## config.mk

```make
export PLATFORM = sky130hd
export DESIGN_NAME = jtdd_rom_arb
export DESIGN_NICKNAME = d
export VERILOG_FILES = /design/src/rtl/jtdd_rom_arb_pkg.sv /design/src/rtl/jtdd_rom_arb_slot.sv /design/src/rtl/jtdd_rom_arb.sv
export SDC_FILE = /design/constraint.sdc
export NUM_CORES = 1
export LEC_CHECK = 0
export CORE_MARGIN = 2
export CORE_UTILIZATION = 45
export CTS_CLUSTER_SIZE = 20
export DETAILED_ROUTE_END_ITERATION = 16
export DONT_BUFFER_PORTS = 1
export PLACE_DENSITY = 0.65
export SLEW_MARGIN = 0
export SYNTH_ARGS = -nofsm -noshare
export SYNTH_HDL_FRONTEND = slang
export SYNTH_HIERARCHICAL = 1
export SYNTH_SLANG_ARGS = --single-unit
```

## constraint.sdc

```tcl
create_clock -name clk -period 2.53 [get_ports clk]
set_input_delay 0.1265 -clock clk [delete_from_list [all_inputs] [get_ports clk]]
set_output_delay 0.1265 -clock clk [all_outputs]
set_load 0.05 [all_outputs]
```

## src/rtl/jtdd_rom_arb_pkg.sv

```systemverilog
// Shared constants and helpers for the char/scroll/object ROM arbiter.
// FSM state encodings, slot identifiers and default SDRAM offsets live here.
package jtdd_rom_arb_pkg;

    typedef logic [1:0] state_t;

    localparam state_t IDLE      = 2'd0;
    localparam state_t WAIT_ACK  = 2'd1;
    localparam state_t WAIT_DATA = 2'd2;

    localparam logic [1:0] SLOT_CHAR = 2'd0;
    localparam logic [1:0] SLOT_SCR  = 2'd1;
    localparam logic [1:0] SLOT_OBJ  = 2'd2;

    localparam logic [21:0] DEF_CHAR_OFFSET = 22'h00_0000;
    localparam logic [21:0] DEF_SCR_OFFSET  = 22'h01_0000;
    localparam logic [21:0] DEF_OBJ_OFFSET  = 22'h03_0000;

    function automatic logic [1:0] next_slot(input logic [1:0] s);
        return (s == SLOT_OBJ) ? SLOT_CHAR : s + 2'd1;
    endfunction

    // First pending slot at or after rr, wrapping obj -> char.
    function automatic logic [1:0] pick_slot(input logic [2:0] pend, input logic [1:0] rr);
        logic [1:0] s;
        logic [1:0] pick;
        logic       found;
        s     = rr;
        pick  = rr;
        found = 1'b0;
        for (int i = 0; i < 3; i++) begin
            if (!found && pend[s]) begin
                pick  = s;
                found = 1'b1;
            end
            s = next_slot(s);
        end
        return pick;
    endfunction

endpackage

```

## src/rtl/jtdd_rom_arb_slot.sv

```systemverilog
// One ROM fetcher slot: remembers the last served address and its data.
// With DW=8 the slot stores the byte picked by bit 0 of the served address.
module jtdd_rom_arb_slot
    import jtdd_rom_arb_pkg::*;
#(
    parameter int unsigned AW = 15,
    parameter int unsigned DW = 8
) (
    input  logic          clk,
    input  logic          rst,
    input  logic [AW-1:0] addr,
    input  logic          wr,
    input  logic [AW-1:0] wr_addr,
    input  logic [15:0]   din,
    output logic [DW-1:0] data,
    output logic          ok,
    output logic          pending
);

    logic [AW-1:0] last_addr;
    logic          valid;
    logic [DW-1:0] din_sel;

    generate
        if (DW == 8) begin : g_byte
            assign din_sel = wr_addr[0] ? din[15:8] : din[7:0];
        end else begin : g_word
            assign din_sel = din[DW-1:0];
        end
    endgenerate

    always_ff @(posedge clk) begin
        if (rst) begin
            last_addr <= '0;
            valid     <= 1'b0;
            data      <= '0;
        end else if (wr) begin
            // Stored even if addr moved on meanwhile; ok then stays low.
            last_addr <= wr_addr;
            valid     <= 1'b1;
            data      <= din_sel;
        end
    end

    always_comb begin
        ok      = valid && (addr == last_addr);
        pending = !ok;
    end

endmodule

```

## src/rtl/jtdd_rom_arb.sv

```systemverilog
// Round-robin arbiter sharing one SDRAM read port between char, scroll and object ROM fetchers.
// Define JTDD_ROMARB_TIMEOUT_EN to reissue a read when data_rdy never arrives.
module jtdd_rom_arb
    import jtdd_rom_arb_pkg::*;
#(
    parameter logic [21:0] CHAR_OFFSET = DEF_CHAR_OFFSET,
    parameter logic [21:0] SCR_OFFSET  = DEF_SCR_OFFSET,
    parameter logic [21:0] OBJ_OFFSET  = DEF_OBJ_OFFSET
`ifdef JTDD_ROMARB_TIMEOUT_EN
    ,
    parameter logic [7:0]  TIMEOUT     = 8'd63
`endif
) (
    input  logic        clk,
    input  logic        rst,
    input  logic [14:0] char_addr,
    output logic [7:0]  char_data,
    output logic        char_ok,
    input  logic [16:0] scr_addr,
    output logic [15:0] scr_data,
    output logic        scr_ok,
    input  logic [17:0] obj_addr,
    output logic [15:0] obj_data,
    output logic        obj_ok,
    output logic [21:0] sdram_addr,
    output logic        sdram_req,
    input  logic        sdram_ack,
    input  logic        data_rdy,
    input  logic [15:0] data_read
);

    state_t      state;
    logic [1:0]  rr;
    logic [1:0]  slot;
    logic [17:0] snap;

    logic [2:0]  pend;
    logic [1:0]  sel;
    logic [17:0] sel_addr;
    logic [21:0] sel_map;
    logic        wr_char;
    logic        wr_scr;
    logic        wr_obj;
    logic        pend_char;
    logic        pend_scr;
    logic        pend_obj;

`ifdef JTDD_ROMARB_TIMEOUT_EN
    logic [7:0]  cnt;
    logic [7:0]  cnt_nxt;
    assign cnt_nxt = cnt + 8'd1;
`endif

    jtdd_rom_arb_slot #(
        .AW (15),
        .DW (8)
    ) u_char (
        .clk     (clk),
        .rst     (rst),
        .addr    (char_addr),
        .wr      (wr_char),
        .wr_addr (snap[14:0]),
        .din     (data_read),
        .data    (char_data),
        .ok      (char_ok),
        .pending (pend_char)
    );

    jtdd_rom_arb_slot #(
        .AW (17),
        .DW (16)
    ) u_scr (
        .clk     (clk),
        .rst     (rst),
        .addr    (scr_addr),
        .wr      (wr_scr),
        .wr_addr (snap[16:0]),
        .din     (data_read),
        .data    (scr_data),
        .ok      (scr_ok),
        .pending (pend_scr)
    );

    jtdd_rom_arb_slot #(
        .AW (18),
        .DW (16)
    ) u_obj (
        .clk     (clk),
        .rst     (rst),
        .addr    (obj_addr),
        .wr      (wr_obj),
        .wr_addr (snap),
        .din     (data_read),
        .data    (obj_data),
        .ok      (obj_ok),
        .pending (pend_obj)
    );

    always_comb begin
        pend    = {pend_obj, pend_scr, pend_char};
        sel     = pick_slot(pend, rr);
        wr_char = (state == WAIT_DATA) && data_rdy && (slot == SLOT_CHAR);
        wr_scr  = (state == WAIT_DATA) && data_rdy && (slot == SLOT_SCR);
        wr_obj  = (state == WAIT_DATA) && data_rdy && (slot == SLOT_OBJ);
        case (sel)
            SLOT_CHAR: begin
                sel_addr = {3'd0, char_addr};
                sel_map  = CHAR_OFFSET + {8'd0, char_addr[14:1]};
            end
            SLOT_SCR: begin
                sel_addr = {1'b0, scr_addr};
                sel_map  = SCR_OFFSET + {5'd0, scr_addr};
            end
            default: begin
                sel_addr = obj_addr;
                sel_map  = OBJ_OFFSET + {4'd0, obj_addr};
            end
        endcase
    end

    always_ff @(posedge clk) begin
        if (rst) begin
            state      <= IDLE;
            rr         <= SLOT_CHAR;
            slot       <= SLOT_CHAR;
            snap       <= '0;
            sdram_addr <= '0;
            sdram_req  <= 1'b0;
`ifdef JTDD_ROMARB_TIMEOUT_EN
            cnt        <= '0;
`endif
        end else begin
            case (state)
                IDLE: begin
                    if (|pend) begin
                        slot       <= sel;
                        snap       <= sel_addr;
                        sdram_addr <= sel_map;
                        sdram_req  <= 1'b1;
                        state      <= WAIT_ACK;
                    end
                end
                WAIT_ACK: begin
                    if (sdram_ack) begin
                        sdram_req <= 1'b0;
                        state     <= WAIT_DATA;
`ifdef JTDD_ROMARB_TIMEOUT_EN
                        cnt       <= '0;
`endif
                    end
                end
                WAIT_DATA: begin
                    if (data_rdy) begin
                        rr    <= next_slot(slot);
                        state <= IDLE;
                    end
`ifdef JTDD_ROMARB_TIMEOUT_EN
                    // Give up silently: slot stays pending and rr is untouched.
                    else begin
                        cnt <= cnt_nxt;
                        if (cnt_nxt == TIMEOUT) begin
                            state <= IDLE;
                        end
                    end
`endif
                end
                default: state <= IDLE;
            endcase
        end
    end

endmodule

```

==> metrics list, run 1 <==
* Outcome: finished with violations
- Violations in the final reports: negative setup slack
- In this run the horizontal extent of the chip is 118.1 um.
* Met1 Use GR: 30.48%
- After synthesis, flip-flops and latches occupy 46.47% of the total area.
* Portion of total power attributed to combinational logic: 6.7%
* Vias in the first global route: 5,048
- Share of flip-flops with an asynchronous set or reset: 0%
* Core region area: 12,670 um^2
- Routability-driven placement finished with a final weighted congestion of 0.8333.
* Crit path capture type: register
* Worst slew pin tran: 686.8 ps
* # clock sinks: 136
* Post-detailed-routing wire length: 17,500 um
* Final max-slew violation count: 0
* Total of max-cap violations: 0
- NetSw: 0.001270 W
- Counting the fill cells in the layout gives 1,074.
- After clock tree synthesis, the clock-pin slew on the worst setup and hold paths is 60 ps.
* Top post-synthesis cells by area: sky130_fd_sc_hd__dfxtp_1, sky130_fd_sc_hd__mux2i_1, sky130_fd_sc_hd__nor2_1
* Final worst clock skew: 9.821 ps
- In the global route stage, met3 resource usage came out at 9.399%.
* Synthesized area divided by synthesized cell count: 9.881 um^2
* Top fanout value on the critical path: 29
- STA classifies the critical path startpoint as a register.
* Most repeated cell in the gate-level netlist after synthesis: sky130_fd_sc_hd__dfxtp_1
- The H-tree generated during clock tree synthesis spans 4 levels.
- Worst Setup Slack, final: -119.2 ps
- The first global-routing pass estimated 27,340 um of wire.
- In the routed layout, each cell is associated on average with a via count of 5.668.
- Area share of the largest cell type after synthesis: 46.47%
- In this design, the stage delay of the slowest critical-path cell is 610 ps.
- Clock period minus worst slack: 2649 ps
- During placement, the flow inserted port buffers numbering 0.
- Required time worst endpoint: 2830 ps
- Worst IR Drop VDD: 585.0 uV
* Power Density: 679.0 nW/um^2
* Iteration-0 DRC count of the detailed router: 424
* Overall die height: 118.1 um
- Root cell of the clock tree: sky130_fd_sc_hd__clkbuf_16
* Type of the tightest min-delay check: primary input to register
* Design Area, Final: 7669 um^2
- 136 I/O pins were placed.
- Setup violations, final: 31
- Wire length per cell: 20.18 um
- The first detailed-routing pass ran for 5 iterations.
- # diodes: 0
- The synthesized design contains 136 register bits.
- Final Total Pwr: 0.005207 W
- Fmax: 377.5 MHz
- The signal on the critical path passes through xnor2_2 > nand4_1 > or4_4 > nor2b_4 > o22a_1 > o21ai_2 > nor3_4 > buf_12 > a221o_1.
- Static Leak: 2.803 nW
- Global routing used 24.98% of the available tracks across all layers.
- Tcrit/Tclk final: 104.7%
* Critical path's top delay family: simple AND/OR/NAND/NOR gates
- Among all flip-flop cells after synthesis, the most frequent one is sky130_fd_sc_hd__dfxtp_1.
- The synthesized design contains 0 enable-type register cells.
- Cells with a size suffix above 1 make up 15.68% of the layout.
- During synthesis, Yosys emitted a total of 6 warnings.
- For this run, design rule violations remaining after detail routing come to 0.
- P_int: 0.003937 W
- After the last flow step, the layout net total stands at 753.
- Unrepaired setup endpoints after global routing: yes
- For met2 alone, demand over resource in global routing was 40.32%.
- The mapped netlist covers 5859 um^2.
- For this run the aggregate overflow at the end of global routing stands at 0.
* Leading cell types by count after synthesis: sky130_fd_sc_hd__dfxtp_1, sky130_fd_sc_hd__nor2_1, sky130_fd_sc_hd__mux2i_1
- Worst EP arrival: 2950 ps
* Most Crowded Layer GR: met2
* HPWL after detailed placement: 11,030 um
- Seq pwr share: 45.7%
- Initial antenna violation count: 0
* Hold Vio Cnt, Final: 0
* Initial core utilization: 46.24%
* Switch share: 24.39%
* Vias: 4,914
- Buffers from clock root to sink, at most: 2
- Worst path buffer plus inverter count: 1
- Buffers inserted during clock tree synthesis total 17.
* Portion of total power attributed to the clock network: 47.7%
- Pin count of the biggest net entering global routing: 67
* Cell with the largest stage delay on the worst path: sky130_fd_sc_hd__or4_4
* Remaining antenna violation count after routing: 0
- Summed over all instances, the cell type with the most area after synthesis is sky130_fd_sc_hd__dfxtp_1.
- CTS tree: built
- The die covers 13,950 um^2.
- The setup path with the least slack is of type register to register.
- Source-to-sink clock delay at the later pin of the worst-skew pair: 420 ps
- Number of standard-cell rows in the floorplan: 41
- Netlist cell types: 45
- Mapped Cells: 593
- Compared with the post-synthesis result, the final layout area differs by 30.88%.
- Headroom to the max-slew limit: 54.15%
* Area after detailed placement: 6142 um^2
[through the flow]
stage / TNS, ps / setup slack (ps) / util (%) / hold WS [ps] / instances
after floorplan: 0 / 41.32 / - / 199.3 / 595
after global placement: -7062 / -228.4 / 48.47 / 205.8 / 758
after detailed placement: -10020 / -323.5 / 48.47 / 207.8 / 758
after CTS: 0 / 0.1865 / 59.72 / 22.12 / 863
after global routing: -4413 / -160.2 / 60.52 / 73.36 / 867
final: -2519 / -119.2 / 60.52 / 44.83 / 867
[flip-flops by register name, summed over array words and instances (netlist names)]
signal and flops:
u_char/data 8, u_scr/data 16, u_char/last_addr 15, u_obj/valid 1, u_scr/valid 1, u_char/valid 1
u_obj/data 16, slot 2, snap 18, u_scr/last_addr 17, state 2, sdram_addr 18
rr 2, sdram_req 1, u_obj/last_addr 18
[repair_timing]
| item | CTS | global route |
|---|---|---|
| hold endpoints to repair | 136 | 0 |
| setup buffers | 2 | 3 |
| gates resized for setup | 13 | 12 |
| setup endpoints to repair | 38 | 59 |
| hold buffers | 71 | 0 |
| cloned | 0 | 1 |
| pin swaps | 6 | 4 |
[path summary, 6_finish.rpt]
kind,start,end,slack [ps],depth (start not counted)
hold / removal,scr_addr[14],snap[14],40,3
setup / recovery,u_char/last_addr[0],snap[10],-120,9
hold reg to reg,snap[17],snap[17],460,2
setup reg to reg,u_char/last_addr[0],snap[10],-120,9
[cells by family after synthesis]
group           after synthesis  share of synthesized area [%]
simple gates                160                          12.98
flops                       136                          46.47
compound gates              103                          12.45
mux                          91                          15.55
buf+inv                      51                          4.805
xor+xnor                     50                          7.474
fa+ha+maj                     1                         0.2135
other cells                   1                        0.06400
[power by group through the flow]
stage               Clock [W]  Combinational (W)  Sequential, W
floorplan                   0           0.000240        0.00239
global placement            0           0.000253        0.00242
detailed placement          0           0.000259        0.00242
CTS                   0.00250           0.000336        0.00238
global route          0.00262           0.000369        0.00238
finish                0.00248           0.000346        0.00238
[final cells by class]
| class | count | area [um^2] | area share [%] |
|---|---|---|---|
| inverters | 6 | 22.52 | 0.2937 |
| clock buffers | 22 | 484.2 | 6.314 |
| flip-flops and latches | 136 | 2723 | 35.50 |
| well taps | 172 | 215.2 | 2.806 |
| repair buffers | 113 | 1092 | 14.24 |
| clock inverters | 10 | 117.6 | 1.534 |
| multi-input cells | 408 | 3014 | 39.30 |
[per-layer routing]
metal | wire, um | vias to the layer above | share of wire, %
li1 | - | 2266 | -
met1 | 7137 | 2373 | 41
met2 | 8314 | 249 | 48
met3 | 1715 | 26 | 9.8
met4 | 330 | 0 | 1.9
met5 | 0 | - | 0
[worst min-delay path, cell delays in order]
cell,delay [ps]
sky130_fd_sc_hd__a211oi_1,40
sky130_fd_sc_hd__buf_4,140
sky130_fd_sc_hd__o2bb2ai_1,120
[layout by cell type, fill, tap and decap left out, types with 5 or more instances in the layout]
cell type,n
sky130_fd_sc_hd__xnor2_2,8
sky130_fd_sc_hd__o21ai_0,29
sky130_fd_sc_hd__clkbuf_16,17
sky130_fd_sc_hd__a221o_1,28
sky130_fd_sc_hd__mux2i_1,91
sky130_fd_sc_hd__inv_1,6
sky130_fd_sc_hd__dlygate4sd3_1,70
sky130_fd_sc_hd__xnor2_1,38
sky130_fd_sc_hd__nand4_1,13
sky130_fd_sc_hd__nor2_1,110
sky130_fd_sc_hd__nor3_1,5
sky130_fd_sc_hd__a21oi_2,5
sky130_fd_sc_hd__a21oi_1,15
sky130_fd_sc_hd__a211oi_1,9
sky130_fd_sc_hd__dfxtp_1,136
sky130_fd_sc_hd__buf_4,36
Note: power is estimated with default switching activity, not from simulation.
==> run 2, diff against run 1 <==
==> constraint.sdc (replaced) <==
create_clock -name clk -period 2.53 [get_ports clk]
set_input_delay 0.253 -clock clk [delete_from_list [all_inputs] [get_ports clk]]
set_output_delay 0.253 -clock clk [all_outputs]
set_load 0.05 [all_outputs]
==> run 2 against run 1 <==
  * The flow still finishes with violations (negative setup slack)
  * First-iteration DRC count is 5.4% higher
  * Cell count is 0.92% lower
  * Wire length is 1.0% lower
  * Die area stayed put
  * Register-to-register slack better by 20 ps
  * Critical path type unchanged
  * Largest cell class unchanged
  * Highest routed layer unchanged
==> metrics list, run 2 (synthesis gave the netlist of run 1 again) <==
- Area Growth Syn to Fin: 29.40%
- Worst slew pin tran: 680.8 ps
- Final global-route overflow total: 0
- Setup slack on the critical path of the routed design comes to -95.41 ps.
* Outcome: finished with violations
* Clock-pin slew of the registers on the worst-case setup and hold paths: 60 ps
* Per-cell via count in the routed design: 5.673
* CP Launch Type: register
- Of the cells placed in the final design, the portion with a size suffix greater than 1 is 15.57%.
- Setup violations, final: 30
* Number of buffers inserted during clock tree synthesis: 17
* Pin count of the biggest net entering global routing: 67
* Largest registers: sdram_addr x18, snap x18, u_obj/last_addr x18
- Subtracting the final worst setup slack from the clock period gives 2625 ps.
- Violations in the final reports: negative setup slack
- Dividing total power by cell area gives a power density of 684.3 nW/um^2.
- Filler cell count in the final layout: 1,087
- In this design, the stage delay of the slowest critical-path cell is 640 ps.
* Worst slack on hold paths: 41.72 ps
- For this run, the total global-route usage over all layers was measured as 24.78%.
- STA classifies the critical path endpoint as a register.
* Root cell of the clock tree: sky130_fd_sc_hd__clkbuf_16
* Post-detailed-routing wire length: 17,320 um
- For this design the top-level I/O count stands at 136.
- I/O Buffers: 0
* Final worst clock skew: 9.493 ps
* First-pass GRT wire length: 27,130 um
* DR DRC count: 0
- Derived from the worst setup path, the maximum achievable clock frequency is 380.9 MHz.
- The number of global-route vias before repair was 4,991.
- The total area inside the core boundary comes to 12,670 um^2.
* Worst IR Drop VDD: 579.2 uV
- Unrepaired setup endpoints after global routing: yes
* Initial antenna violation count: 0
- The critical path in this run is classified as register to register.
* CTS H-Tree Depth: 4
* # diodes: 0
* Required time worst endpoint: 2830 ps
- For the worst-skew pair, the clock arrives at the later sink with an insertion delay of 420 ps.
- The floorplan step set the die height to 118.1 um.
- At the end of routability-driven placement, the weighted congestion stood at 0.8333.
* Static Leak: 2.773 nW
* Sequential cell area: 2723 um^2
- Area taken by multi-input logic gates: 3009 um^2
* Detailed Routing Iterations Pass 1: 5
- Cell with the largest stage delay on the worst path: sky130_fd_sc_hd__or4_4
* Total of max-cap violations: 0
- Nets@finish: 745
* Remaining antenna violation count after routing: 0
- In this run the worst path has a maximum fanout of 29.
- Iteration-0 DRC count of the detailed router: 447
- Final max-slew violation count: 0
- CTS tree: built
- Number of standard-cell rows in the floorplan: 41
- The worst path uses 103.8% of the clock period.
- HPWL after detailed placement: 11,030 um
- In the layout the commonest cells are sky130_fd_sc_hd__dfxtp_1, sky130_fd_sc_hd__nor2_1, sky130_fd_sc_hd__mux2i_1.
- Most common cell after layout, fill and taps aside: sky130_fd_sc_hd__dfxtp_1
- Hold Vio Cnt, Final: 0
* # clock sinks: 136
- STA puts the critical path data arrival time at 2920 ps.
- Vias: 4,873
- Counting along the longest clock path gives a buffer depth of 2.
- Walking the worst path, the cells encountered are xnor2_1 > nand4_1 > or4_4 > nor2b_4 > o22a_1 > o21ai_2 > nor3_4 > buf_12 > a221o_1.
- For this configuration, the core starts out at a cell density of 46.24%.
- Headroom to the max-slew limit: 54.55%
- Type of the tightest min-delay check: primary input to register
- Wire length per cell: 20.16 um
- Cells fill 59.84% of the core in the end.
- The die is 118.1 um wide.
- Die footprint: 13,950 um^2
-- run 2: changes by cell type in the layout (fill, tap and decap cells not counted) --
cell                              delta
sky130_fd_sc_hd__buf_2               +1
sky130_fd_sc_hd__inv_1               -1
sky130_fd_sc_hd__a221oi_1            -1
sky130_fd_sc_hd__a221oi_2            +1
sky130_fd_sc_hd__buf_4               -3
sky130_fd_sc_hd__a21oi_2             -3
sky130_fd_sc_hd__buf_12              -1
sky130_fd_sc_hd__a21oi_1             +3
sky130_fd_sc_hd__dlygate4sd3_1       -7
sky130_fd_sc_hd__inv_2               +1
sky130_fd_sc_hd__buf_6               +2
sky130_fd_sc_hd__buf_8               +1
sky130_fd_sc_hd__clkdlybuf4s15_2     -1
-- run 2: per-stage QoR --
stage	instance area [um^2]	power (W)	worst slack [ps]	instances	TNS, ps
detailed placement	6142	0.002684	-323.5	758	-10020
finish	7582	0.005188	-95.41	859	-2022
global route	7582	0.005365	-151.5	859	-4381
global placement	6142	0.002676	-228.4	758	-7062
floorplan	5867	0.002627	41.32	595	0
CTS	7497	0.005207	0.006217	856	0
-- run 2: area by class of cell --
type	instances	share of cell area, %
Clock buffer	22	6.386
Clock inverter	10	1.551
Inverter	6	0.2970
Multi-Input combinational cell	408	39.69
Sequential cell	136	35.91
Tap cell	172	2.838
Timing Repair Buffer	105	13.33
-- run 2: path summary, 6_finish.rpt --
path	from	to	slack, ps	depth (start not counted)
worst max-delay path	u_char/last_addr[1]	snap[10]	-100	9
worst min register to register	snap[17]	snap[17]	460	2
worst max register to register	u_char/last_addr[1]	snap[10]	-100	9
worst min-delay path	rst	snap[14]	40	2
-- run 2: power by group --
group / switching [W] / internal (W)
Sequential: 0.000176 / 0.00220
Combinational: 0.000163 / 0.000173
Clock: 0.000918 / 0.00156
-- run 2: critical path, delay by kind of cell, from the launching register on --
kind / cells / cell delay (ps)
AND/OR/NAND/NOR: 4 / 1070
AO/OA/AOI/OAI: 3 / 730
flip-flops: 1 / 330
XOR/XNOR: 1 / 200
buffers and inverters: 1 / 170
-- run 2: layer usage --
layer | track usage (%) | share of wire, %
met1 | 30.36 | 41
met2 | 40.07 | 48
met3 | 9.448 | 9.7
met4 | 7.982 | 1.4
met5 | 0 | 0
-- run 2: timing repair --
| action | 4_1_cts | 5_1_grt |
|---|---|---|
| gates cloned | 0 | 1 |
| buffers inserted | 2 | 2 |
| hold endpoints to repair | 136 | 0 |
| pin swaps | 6 | 5 |
| setup endpoints to repair | 38 | 58 |
| resized for setup | 13 | 18 |
| hold buffers | 64 | 0 |
==> run 3, diff against run 2 <==
- ABC_AREA: not set -> 1
==> run 3 against run 2 <==
  * The flow now finishes without violations
  * Sequential power up 4%
  * Count of clock-buffer cells in the layout down 4
  * Worst setup slack better by 200 ps
  * Die area up 22%
  * Cell count up 51%
  * Critical path type unchanged
  * Critical endpoint is now sdram_addr[18]
  * Highest routed layer unchanged
==> metrics list, run 3 <==
* Wire length per cell: 16.51 um
- Among the stages of the critical path, the cell type that occurs most often is sky130_fd_sc_hd__nand2_1.
* Clock period minus worst slack: 2423 ps
- Across the routed clock network, the largest skew measured is 9.557 ps.
- The run finished with clean final reports.
- Worst path buffer plus inverter count: 2
- Weighted congestion reported at the end of routability-driven placement: 0.8820
- Entering global routing, the biggest net connects 86 pins.
- Total Neg Setup Slack: 0 ps
* Static Leak: 3.584 nW
- IR analysis of the VDD net gives a maximum drop of 473.2 uV.
- # clock sinks: 136
* Most frequently used flop master after synthesis: sky130_fd_sc_hd__dfxtp_1
- Setup CP Type: register to register
- End point of the critical path: sdram_addr[18]
- Synthesized area divided by synthesized cell count: 6.788 um^2
* Total of max-cap violations: 0
- Compared with the post-synthesis result, the final layout area differs by 12.66%.
- Source-to-sink clock delay at the later pin of the worst-skew pair: 430 ps
* # diodes: 0
- Final global-route overflow total: 0
- TritonCTS built the clock tree.
- The first global-routing pass estimated 31,490 um of wire.
* Top post-synthesis cells by area: sky130_fd_sc_hd__dfxtp_1, sky130_fd_sc_hd__nand2_1, sky130_fd_sc_hd__nor2_1
- The tightest min-delay check is of the primary input to register type.
* Filler cell count in the final layout: 1,545
- The final number of hold-violating endpoints came to 0.
- The pre-antenna-repair detailed-routing pass consisted of 7 iterations.
* I/O pin count: 136
- Sequence of cells on the critical path: inv_1 > nand2_1 > o21ai_1 > nor2_1 > nand2_1 > nor2_1 > nand3_1 > buf_6 > nand3_4 > nand2_4 > nor2_8 > nand2_4 > nand2_1 > nand3_2 > nand2_8 > nand2_1 > or2_1 > a21oi_2
- Measured along the x axis, the die boundary spans 130.6 um.
- Worst R2R End: sdram_addr[18]
- Most common cell after layout, fill and taps aside: sky130_fd_sc_hd__nand2_1
* DR DRC count: 0
- Iteration-0 DRC count of the detailed router: 527
* Netlist cell types: 39
- The synthesized design contains 136 register bits.
* Peak per-stage delay on the critical path: 320 ps
- The tightest hold path in the finished design has a slack of 20.30 ps.
- Along the worst path, the maximum fanout reaches 9.
* Largest registers: sdram_addr x18, snap x18, u_obj/last_addr x18
- HPWL after detailed placement: 14,730 um
- Setup violations, final: 0
* Core region area: 15,770 um^2
- Fraction of final layout cells with drive strength greater than 1: 14.01%
- Die footprint: 17,060 um^2
- Reg2reg path depth: 18
- R2R Setup Slk: 110 ps
- The synthesized design devotes to its leading area cell type 37.73% of total area.
- For the worst setup path, the data arrival time is 2780 ps.
- Vias: 6,618
- GRT Resource Usage Total: 24.52%
- CTS H-Tree Depth: 4
- After floorplanning, the core was divided into 46 placement rows.
- For this design the ratio of total power to cell area is 658.4 nW/um^2.
- Remaining antenna violation count after routing: 0
- The startpoint identified for the worst register-to-register timing path is u_obj/last_addr[15].
* Final max-slew violation count: 0
- Tracing the worst setup path back leads to its startpoint at u_obj/last_addr[15].
* Pre-CTS setup slack: 105.6 ps
* Buffers from clock root to sink, at most: 2
- I/O Buffers: 0
- Share of the yosys chip area belonging to registers: 37.73%
* Number of non-filler instances in the completed layout: 1,294
* EDFF count, synth: 0
* Critical path's top delay family: simple AND/OR/NAND/NOR gates
* Worst Setup Slack, final: 106.9 ps
- Netlist area before placement: 7216 um^2
- Once the floorplan was initialized, standard cells occupied 45.76% of the core.
- The number of placed instances, taps included, is 1,239.
- The initial antenna violation count was 0.
* Tcrit/Tclk final: 95.77%
- Per-cell via count in the routed design: 5.114
- Depth of the critical timing path with buffers and inverters included: 18
- Setup repair after global routing could not meet its margin everywhere.
* Leading cell types by count after synthesis: sky130_fd_sc_hd__nand2_1, sky130_fd_sc_hd__nor2_1, sky130_fd_sc_hd__dfxtp_1
- Summed over all instances, the cell type with the most area after synthesis is sky130_fd_sc_hd__dfxtp_1.
* Worst slew pin tran: 929.1 ps
- Among all cell types in the netlist, the one instantiated most often is sky130_fd_sc_hd__nand2_1.
- Clock tree synthesis inserted a total of 17 buffers.
- Clock tree synthesis selected as its root buffer the cell sky130_fd_sc_hd__clkbuf_16.
- The floorplan step set the die height to 130.6 um.
- Post-detailed-routing wire length: 21,360 um
* Required time worst endpoint: 2890 ps
- Crit path capture type: register
* Yosys synthesis warning count: 6
- CP Launch Type: register
* Cell with the largest stage delay on the worst path: sky130_fd_sc_hd__dfxtp_2
- The number of global-route vias before repair came to 5,835.
- Fmax: 412.7 MHz
- Of all flip-flops after synthesis, the portion carrying an async set or reset was 0%.
- In the layout the commonest cells are sky130_fd_sc_hd__nand2_1, sky130_fd_sc_hd__nor2_1, sky130_fd_sc_hd__dfxtp_1.
* Headroom to the max-slew limit: 37.97%
* Mapped Cells: 1,063
- Nets@finish: 1,136
- After clock tree synthesis, the clock-pin slew on the worst setup and hold paths is 60 ps.
run 3: report_power, final:
| part | switching, W | leakage (nW) | internal [W] |
|---|---|---|---|
| combinational | 0.000340 | 2.22 | 0.000188 |
| sequential | 0.000243 | 1.11 | 0.00223 |
| clock | 0.00100 | 0.255 | 0.00135 |
run 3: final cells by class:
type / instances / area [um^2] / share of cell area [%]
clock buffers: 18 / 429.2 / 5.279
repair buffers: 29 / 311.5 / 3.833
inverters: 143 / 554.3 / 6.819
well taps: 216 / 270.3 / 3.325
flip-flops and latches: 136 / 2730 / 33.58
multi-input cells: 738 / 3705 / 45.57
clock inverters: 14 / 128.9 / 1.585
run 3: kinds of logic (layout without fill, tap and decap cells):
family | count (synthesis) | in the layout | share of synthesized area (%)
flops | 136 | 136 | 37.73
compound gates | 160 | 160 | 14.44
fa+ha+maj | 1 | 1 | 0.1734
other cells | 1 | 3 | 0.05197
buf+inv | 195 | 204 | 13.30
xor+xnor | 1 | 1 | 0.1214
simple gates | 569 | 573 | 34.18
run 3: how the worst min path moves through the flow:
| stage | start | endpoint | cells past startpoint |
|---|---|---|---|
| CTS | data_rdy | state[1] | 3 |
| finish | data_rdy | state[1] | 3 |
| detailed placement | rst | u_char/valid | 1 |
| floorplan | rst | u_char/valid | 1 |
| global route | data_rdy | state[1] | 3 |
| global placement | rst | u_char/valid | 1 |
run 3: worst register-to-register path, stage by stage, from the launching register on:
cell and delay (ps):
sky130_fd_sc_hd__dfxtp_2 320, sky130_fd_sc_hd__inv_1 60, sky130_fd_sc_hd__nand2_1 60, sky130_fd_sc_hd__o21ai_1 70, sky130_fd_sc_hd__nor2_1 100, sky130_fd_sc_hd__nand2_1 70
sky130_fd_sc_hd__nor2_1 100, sky130_fd_sc_hd__nand3_1 100, sky130_fd_sc_hd__buf_6 160, sky130_fd_sc_hd__nand3_4 100, sky130_fd_sc_hd__nand2_4 80, sky130_fd_sc_hd__nor2_8 180
sky130_fd_sc_hd__nand2_4 90, sky130_fd_sc_hd__nand2_1 80, sky130_fd_sc_hd__nand3_2 180, sky130_fd_sc_hd__nand2_8 180, sky130_fd_sc_hd__nand2_1 90, sky130_fd_sc_hd__or2_1 230
sky130_fd_sc_hd__a21oi_2 100
run 3: layer usage:
metal / GRT usage [%] / up-vias / share of wire (%)
li1: - / 3317 / -
met1: 34.03 / 2992 / 44
met2: 36.58 / 279 / 45
met3: 7.695 / 30 / 8.9
met4: 7.384 / 0 / 1.8
met5: 0 / - / 0
run 3: repair_timing:
action | CTS | global route
endpoints found under the hold margin | 85 | 0
hold buffers | 19 | 0
endpoints found under the setup margin | 0 | 36
buffers inserted | 0 | 1
resized for setup | 0 | 34
run 3: through the flow:
stage	total power (W)	instance area [um^2]	util, %
4_1_cts	0.005354	7960	50.48
5_1_grt	0.005553	8129	51.55
6_report	0.005352	8129	51.55
2_1_floorplan	0.002850	7223	-
3_5_place_dp	0.002956	7194	45.62
3_3_place_gp	0.002960	7194	45.62
